File: src/rtl/styler_host.sv
// Host-side bus initiator for the styler tile: writes one styling job through the tile's
// register port (skipping bytes a shadow copy says are unchanged) and reads the result back.
module styler_host #(
    parameter int unsigned READ_WAIT = 2
) (
    input  logic        clk,
    input  logic        rst_n,
    input  logic        req_valid,
    output logic        req_ready,
    input  logic [3:0]  req_scanline,
    input  logic [5:0]  req_ctrl,
    input  logic [15:0] req_bitmap,
    input  logic [24:0] req_attr,
    input  logic [2:0]  req_phase,
    input  logic        flush,
    output logic        rsp_valid,
    input  logic        rsp_ready,
    output logic [3:0]  rsp_scanline,
    output logic [15:0] rsp_bitmap,
    output logic [7:0]  bus_ui,
    output logic [7:0]  bus_uio_out,
    output logic [7:0]  bus_uio_oe,
    input  logic [7:0]  bus_uo
);

    typedef enum logic [1:0] {StIdle, StWrite, StRead, StResp} state_e;

    localparam logic [3:0] LastWait = 4'(READ_WAIT - 1);

    function automatic logic [7:0] entry_byte(input logic [2:0]  idx,
                                              input logic [3:0]  scan,
                                              input logic [5:0]  ctrl,
                                              input logic [15:0] bitmap,
                                              input logic [24:0] attr);
        case (idx)
            3'd0:    entry_byte = {4'b0, scan};
            3'd1:    entry_byte = {2'b0, ctrl};
            3'd2:    entry_byte = bitmap[7:0];
            3'd3:    entry_byte = bitmap[15:8];
            3'd4:    entry_byte = attr[7:0];
            3'd5:    entry_byte = attr[15:8];
            3'd6:    entry_byte = attr[23:16];
            default: entry_byte = {7'b0, attr[24]};
        endcase
    endfunction

    state_e      state_q, state_d;
    logic [3:0]  scan_q;
    logic [5:0]  ctrl_q;
    logic [15:0] bitmap_q;
    logic [24:0] attr_q;
    logic [2:0]  phase_q;
    logic [7:0]  dirty_q;
    logic [7:0]  shadow_q [8];
    logic        shadow_valid_q;
    logic        job_flushed_q;
    logic [1:0]  rd_idx_q;
    logic [3:0]  wait_q;
    logic [3:0]  rsp_scan_q;
    logic [15:0] rsp_bitmap_q;

    logic        accept;
    logic [7:0]  acc_mask;
    logic [2:0]  wr_addr;
    logic [7:0]  wr_onehot;
    logic [7:0]  dirty_rest;
    logic        last_write;
    logic [7:0]  wr_byte;
    logic [2:0]  rd_addr;
    logic        rd_last;

    assign accept     = req_valid & (state_q == StIdle);
    assign wr_onehot  = 8'b1 << wr_addr;
    assign dirty_rest = dirty_q & ~wr_onehot;
    assign last_write = (dirty_rest == 8'b0);
    assign wr_byte    = entry_byte(wr_addr, scan_q, ctrl_q, bitmap_q, attr_q);
    assign rd_last    = (wait_q == LastWait);

    // A flush or an invalid shadow marks every entry dirty.
    always_comb begin
        acc_mask = '0;
        for (int i = 0; i < 8; i++) begin
            acc_mask[i] = flush | ~shadow_valid_q |
                (entry_byte(3'(i), req_scanline, req_ctrl, req_bitmap, req_attr) != shadow_q[i]);
        end
    end

    // Lowest dirty address goes first.
    always_comb begin
        wr_addr = '0;
        for (int i = 7; i >= 0; i--) begin
            if (dirty_q[i]) wr_addr = 3'(i);
        end
    end

    always_comb begin
        case (rd_idx_q)
            2'd0:    rd_addr = 3'd0;
            2'd1:    rd_addr = 3'd2;
            default: rd_addr = 3'd3;
        endcase
    end

    always_comb begin
        state_d = state_q;
        case (state_q)
            StIdle:  if (accept) state_d = (acc_mask == 8'b0) ? StRead : StWrite;
            StWrite: if (last_write) state_d = StRead;
            StRead:  if (rd_last && rd_idx_q == 2'd2) state_d = StResp;
            StResp:  if (rsp_ready) state_d = StIdle;
            default: state_d = StIdle;
        endcase
    end

    always_ff @(posedge clk or negedge rst_n) begin
        if (!rst_n) state_q <= StIdle;
        else        state_q <= state_d;
    end

    always_ff @(posedge clk or negedge rst_n) begin
        if (!rst_n) begin
            scan_q         <= '0;
            ctrl_q         <= '0;
            bitmap_q       <= '0;
            attr_q         <= '0;
            phase_q        <= '0;
            dirty_q        <= '0;
            for (int i = 0; i < 8; i++) shadow_q[i] <= '0;
            shadow_valid_q <= 1'b0;
            job_flushed_q  <= 1'b0;
            rd_idx_q       <= '0;
            wait_q         <= '0;
            rsp_scan_q     <= '0;
            rsp_bitmap_q   <= '0;
        end else begin
            if (accept) begin
                scan_q        <= req_scanline;
                ctrl_q        <= req_ctrl;
                bitmap_q      <= req_bitmap;
                attr_q        <= req_attr;
                phase_q       <= req_phase;
                dirty_q       <= acc_mask;
                job_flushed_q <= 1'b0;
                rd_idx_q      <= '0;
                wait_q        <= '0;
            end

            if (state_q == StWrite) begin
                dirty_q           <= dirty_rest;
                shadow_q[wr_addr] <= wr_byte;
                if (flush) job_flushed_q <= 1'b1;
            end

            if (state_q == StRead) begin
                if (rd_last) begin
                    wait_q   <= '0;
                    rd_idx_q <= rd_idx_q + 2'd1;
                    case (rd_idx_q)
                        2'd0:    rsp_scan_q         <= bus_uo[3:0];
                        2'd1:    rsp_bitmap_q[7:0]  <= bus_uo;
                        default: rsp_bitmap_q[15:8] <= bus_uo;
                    endcase
                end else begin
                    wait_q <= wait_q + 4'd1;
                end
            end

            // A flush seen anywhere during the job keeps the shadow invalid afterwards.
            if (flush) begin
                shadow_valid_q <= 1'b0;
            end else if (state_q == StWrite && last_write && !job_flushed_q) begin
                shadow_valid_q <= 1'b1;
            end
        end
    end

    always_comb begin
        bus_ui      = {1'b1, 1'b1, phase_q, 3'b0};
        bus_uio_out = '0;
        bus_uio_oe  = '0;
        case (state_q)
            StWrite: begin
                bus_ui      = {1'b0, 1'b1, phase_q, wr_addr};
                bus_uio_out = wr_byte;
                bus_uio_oe  = 8'hFF;
            end
            StRead:  bus_ui = {1'b1, 1'b1, phase_q, rd_addr};
            default: ;
        endcase
    end

    assign req_ready    = (state_q == StIdle);
    assign rsp_valid    = (state_q == StResp);
    assign rsp_scanline = rsp_scan_q;
    assign rsp_bitmap   = rsp_bitmap_q;

endmodule

File: config.mk
export PLATFORM = sky130hd
export DESIGN_NAME = styler_host
export DESIGN_NICKNAME = d
export VERILOG_FILES = /design/src/rtl/styler_host.sv
export SDC_FILE = /design/constraint.sdc
export NUM_CORES = 1
export LEC_CHECK = 0
export CORE_ASPECT_RATIO = 1.25
export CORE_UTILIZATION = 56
export CTS_BUF_LIST = sky130_fd_sc_hd__clkbuf_4 sky130_fd_sc_hd__clkbuf_8
export DETAILED_ROUTE_END_ITERATION = 16
export PLACE_DENSITY = 0.87
export SETUP_SLACK_MARGIN = 0.3
export SLEW_MARGIN = 30
export SYNTH_ARGS = -nofsm -noshare
export SYNTH_HDL_FRONTEND = slang
export SYNTH_SLANG_ARGS = --single-unit
File: constraint.sdc
create_clock -name clk -period 3.3 [get_ports clk]
set_input_delay 0.66 -clock clk [delete_from_list [all_inputs] [get_ports clk]]
set_output_delay 0.66 -clock clk [all_outputs]
set_load 0.01 [all_outputs]
==> impl_metrics.sql <==
INSERT INTO impl_metrics (metric_group, metric, value, unit) VALUES
('critical_path', 'cp_max_delay_cell', 'a222oi_1', ''),
('floorplanning', 'die_x', '104', 'µm'),
('synthesis', 'postSynth.topFlopCell', 'dfrtp_1', ''),
('synthesis', 'post_synth_inst_count', '650', ''),
('critical_path', 'crit_top_cell', 'buf_6', ''),
('drt', 'total_wirelength', '20100', 'µm'),
('finish', 'final-instance-count-excl-fill', '982', ''),
('clocking', 'cts_tree', 'yes', ''),
('floorplanning', 'placement_rows', '46', ''),
('finish', 'num-nets-final', '881', ''),
('drt', 'route.detailed.drc', '0', ''),
('drt', 'via_count', '5813', ''),
('grt', 'grt_usage', '0.300', ''),
('run', 'maxCapViolations', '0', ''),
('finish', 'areaGrowthSynthToFinish', '29.8', '%'),
('synthesis', 'post_synth_most_frequent_cells', 'dfrtp_1, mux2_2, nand2_1, o21ai_0, xnor2_1', ''),
('timing', 'final.setup.worst_slack', '0.0999', 'ns'),
('critical_path', 'cp_slowest_stage_delay', '0.43', 'ns'),
('timing', 'hold_violations', '0', ''),
('synthesis', 'synth_most_common_cell', 'dfrtp_1', ''),
('timing', 'max_slew_margin', '0.464', ''),
('finish', 'antennaDiodeCount', '0', ''),
('critical_path', 'worst-setup-path-type', 'reg -> out', ''),
('floorplanning', 'initial_core_util', '0.575', ''),
('timing', 'maxSlewViolCount', '0', ''),
('synthesis', 'synth_area_leader_cell', 'dfrtp_1', ''),
('drt', 'ant_nets', '0', ''),
('critical_path', 'worst_setup_path_end_kind', 'primary output', ''),
('synthesis', 'syn-mean-instance-area', '11.2', 'µm²'),
('synthesis', 'synth_compound_gate_area_share', '0.0989', ''),
('clocking', 'clk_pin_slew_worst_paths', '0.09', 'ns'),
('drt', 'wl_per_cell', '20.4', 'µm'),
('timing', 'worst_slew_pin_slew', '0.804', 'ns'),
('finish', 'final_layout_size_suffix_gt1_frac', '0.257', ''),
('critical_path', 'path_max_fanout', '7', ''),
('synthesis', 'ys_top_cells_by_area', 'dfrtp_1, mux2_2, xnor2_1', ''),
('clocking', 'hold_buffers', '0', ''),
('synthesis', 'muxShareOfSynthArea', '0.133', ''),
('grt', 'grt_pass1_vias', '5862', ''),
('pwr', 'ir_worst_vdd', '0.889', 'mV'),
('critical_path', 'ff2ff_path_depth', '14', ''),
('synthesis', 'postSynthNetCount', '728', ''),
('synthesis', 'synth_sequential_area_ratio', '0.534', ''),
('synthesis', 'yosys.cell_types.count', '60', ''),
('pwr', 'p_per_area', '1070', 'mW/mm²'),
('clocking', 'number_of_buffers_on_the_longest_clock_path', '2', ''),
('finish', 'fillCellCount', '821', ''),
('timing', 'post-route-period-util', '0.970', ''),
('drt', 'post_drt_via_cell_ratio', '5.92', ''),
('synthesis', 'adder_cell_share_of_the_synthesized_area', '0.0188', ''),
('synthesis', 'synth_enable_flop_cells', '0', ''),
('clocking', 'clk-insertion-delay-late', '0.45', 'ns'),
('synthesis', 'post_synthesis_instance_area', '0.00731', 'mm²'),
('grt', 'grt_overflow_total', '0', ''),
('synthesis', 'async_reset_ff_frac', '1.00', ''),
('critical_path', 'rrSetupSlack', '0.76', 'ns'),
('floorplanning', 'ios', '113', ''),
('drt', 'drt_first_iter_violations', '462', ''),
('timing', 'fin_crit', '3.20', 'ns'),
('critical_path', 'critical_path.reg2reg.startpoint', 'dirty_q[2]', ''),
('clocking', 'cts_max_level', '4', ''),
('timing', 'timing.fmax', '312', 'MHz'),
('floorplanning', 'total_die_area', '0.0135', 'mm²'),
('placement', 'dp_slack', '0.0748', 'ns'),
('placement', 'buffer_ports.inserted', '111', ''),
('placement', 'gpl.final_weighted_congestion', '0.990', ''),
('critical_path', 'critical_path_arrival', '2.54', 'ns'),
('worst_hold_path', 'min-delay-path-class', 'in -> async', ''),
('clocking', 'clkSinkCount', '156', ''),
('run_status', 'run_status', 'complete, no violations', ''),
('timing', 'setup_viol', '0', '');
[state kept, by name (all words and copies together), names as in the netlist]
name and count:
attr_q 25, scan_q 4, dirty_q 8, rsp_scanline 4, shadow_q 64, wait_q 4, phase_q 3, rd_idx_q 2
job_flushed_q 1, state_q 2, ctrl_q 6, rsp_bitmap 16, shadow_valid_q 1, bitmap_q 16
[power by group]
| part | switching, mW | internal (mW) |
|---|---|---|
| registers | 0.633 | 2.74 |
| clock network | 0.739 | 0.924 |
| logic | 2.54 | 2.55 |
[layout make-up]
| cell class | count | area, µm² | area share |
|---|---|---|---|
| flip-flops and latches | 156 | 3900 | 0.411 |
| multi-input cells | 444 | 3260 | 0.344 |
| repair buffers | 171 | 1610 | 0.170 |
| clock buffers | 18 | 248 | 0.0261 |
| clock inverters | 12 | 210 | 0.0221 |
| well taps | 168 | 210 | 0.0221 |
| inverters | 13 | 48.8 | 0.00514 |
[how the worst max path moves through the flow]
stage               start             end  slack, ns  depth (start not counted)
5_1_grt        dirty_q[7]  bus_uio_out[6]     -0.003                          8
4_1_cts        dirty_q[0]  bus_uio_out[6]       0.11                          9
2_1_floorplan  dirty_q[1]  bus_uio_out[0]       0.46                          7
3_5_place_dp   dirty_q[1]  bus_uio_out[2]       0.07                          8
3_3_place_gp   dirty_q[1]  bus_uio_out[1]       0.10                          8
6_report       dirty_q[3]  bus_uio_out[6]        0.1                          9
[kinds of logic after synthesis]
| group | Yosys count |
|---|---|
| buf+inv | 50 |
| xor+xnor | 52 |
| other cells | 1 |
| mux | 87 |
| compound gates | 117 |
| simple gates | 176 |
| flops | 156 |
| fa+ha+maj | 11 |
[stage by stage]
step	area (µm²)	hold WS, ns	TNS, ns	util
floorplan	7310	0.364	0	-
global placement	8740	0.460	0	0.687
detailed placement	8740	0.466	0	0.687
CTS	9350	0.342	0	0.735
global route	9490	0.352	-0.00336	0.746
finish	9490	0.286	0	0.746
[worst max-delay path, delay by kind of cell, from the launching register on]
family                 cells  cell delay, ns
AO/OA/AOI/OAI              2            0.58
flip-flops                 1            0.40
multiplexers               1            0.29
buffers and inverters      3            0.41
AND/OR/NAND/NOR            3            0.43
[routing by layer]
metal / vias up / routed length [µm] / GRT usage / part of all wire
met1: 2872 / 7700 / 0.354 / 0.38
met4: 0 / 936 / 0.146 / 0.047
met2: 267 / 10400 / 0.545 / 0.52
met3: 88 / 1000 / 0.0425 / 0.050
met5: - / 0 / 0 / 0
li1: 2586 / - / - / -
[cells in the final DEF, fill, tap and decap left out, types with 3 or more instances in the layout]
cell,instances
mux2_2,77
o22ai_1,4
buf_6,14
buf_2,9
clkbuf_8,19
inv_6,4
xnor2_1,47
and2_1,13
nand2_1,55
a22o_1,3
nor2_1,29
dfrtp_1,156
ha_1,11
nor2b_1,3
o21ai_0,49
nor2_2,4
nor4_1,10
a21oi_1,20
and3_1,3
nand3_1,22
clkdlybuf4s50_1,99
a22oi_1,3
o21ai_1,11
mux2i_1,7
nor3_1,7
xor2_1,5
inv_1,12
buf_4,43
nand4_1,8
bufinv_16,5
[timing repair]
item                                    in CTS  in global routing
endpoints found under the setup margin      10                 11
setup buffers                               15                  9
cloned                                       0                  0
pin swaps                                   13                 18
gates resized for setup                     55                 21
No activity file was read; power rests on OpenSTA's default activity.
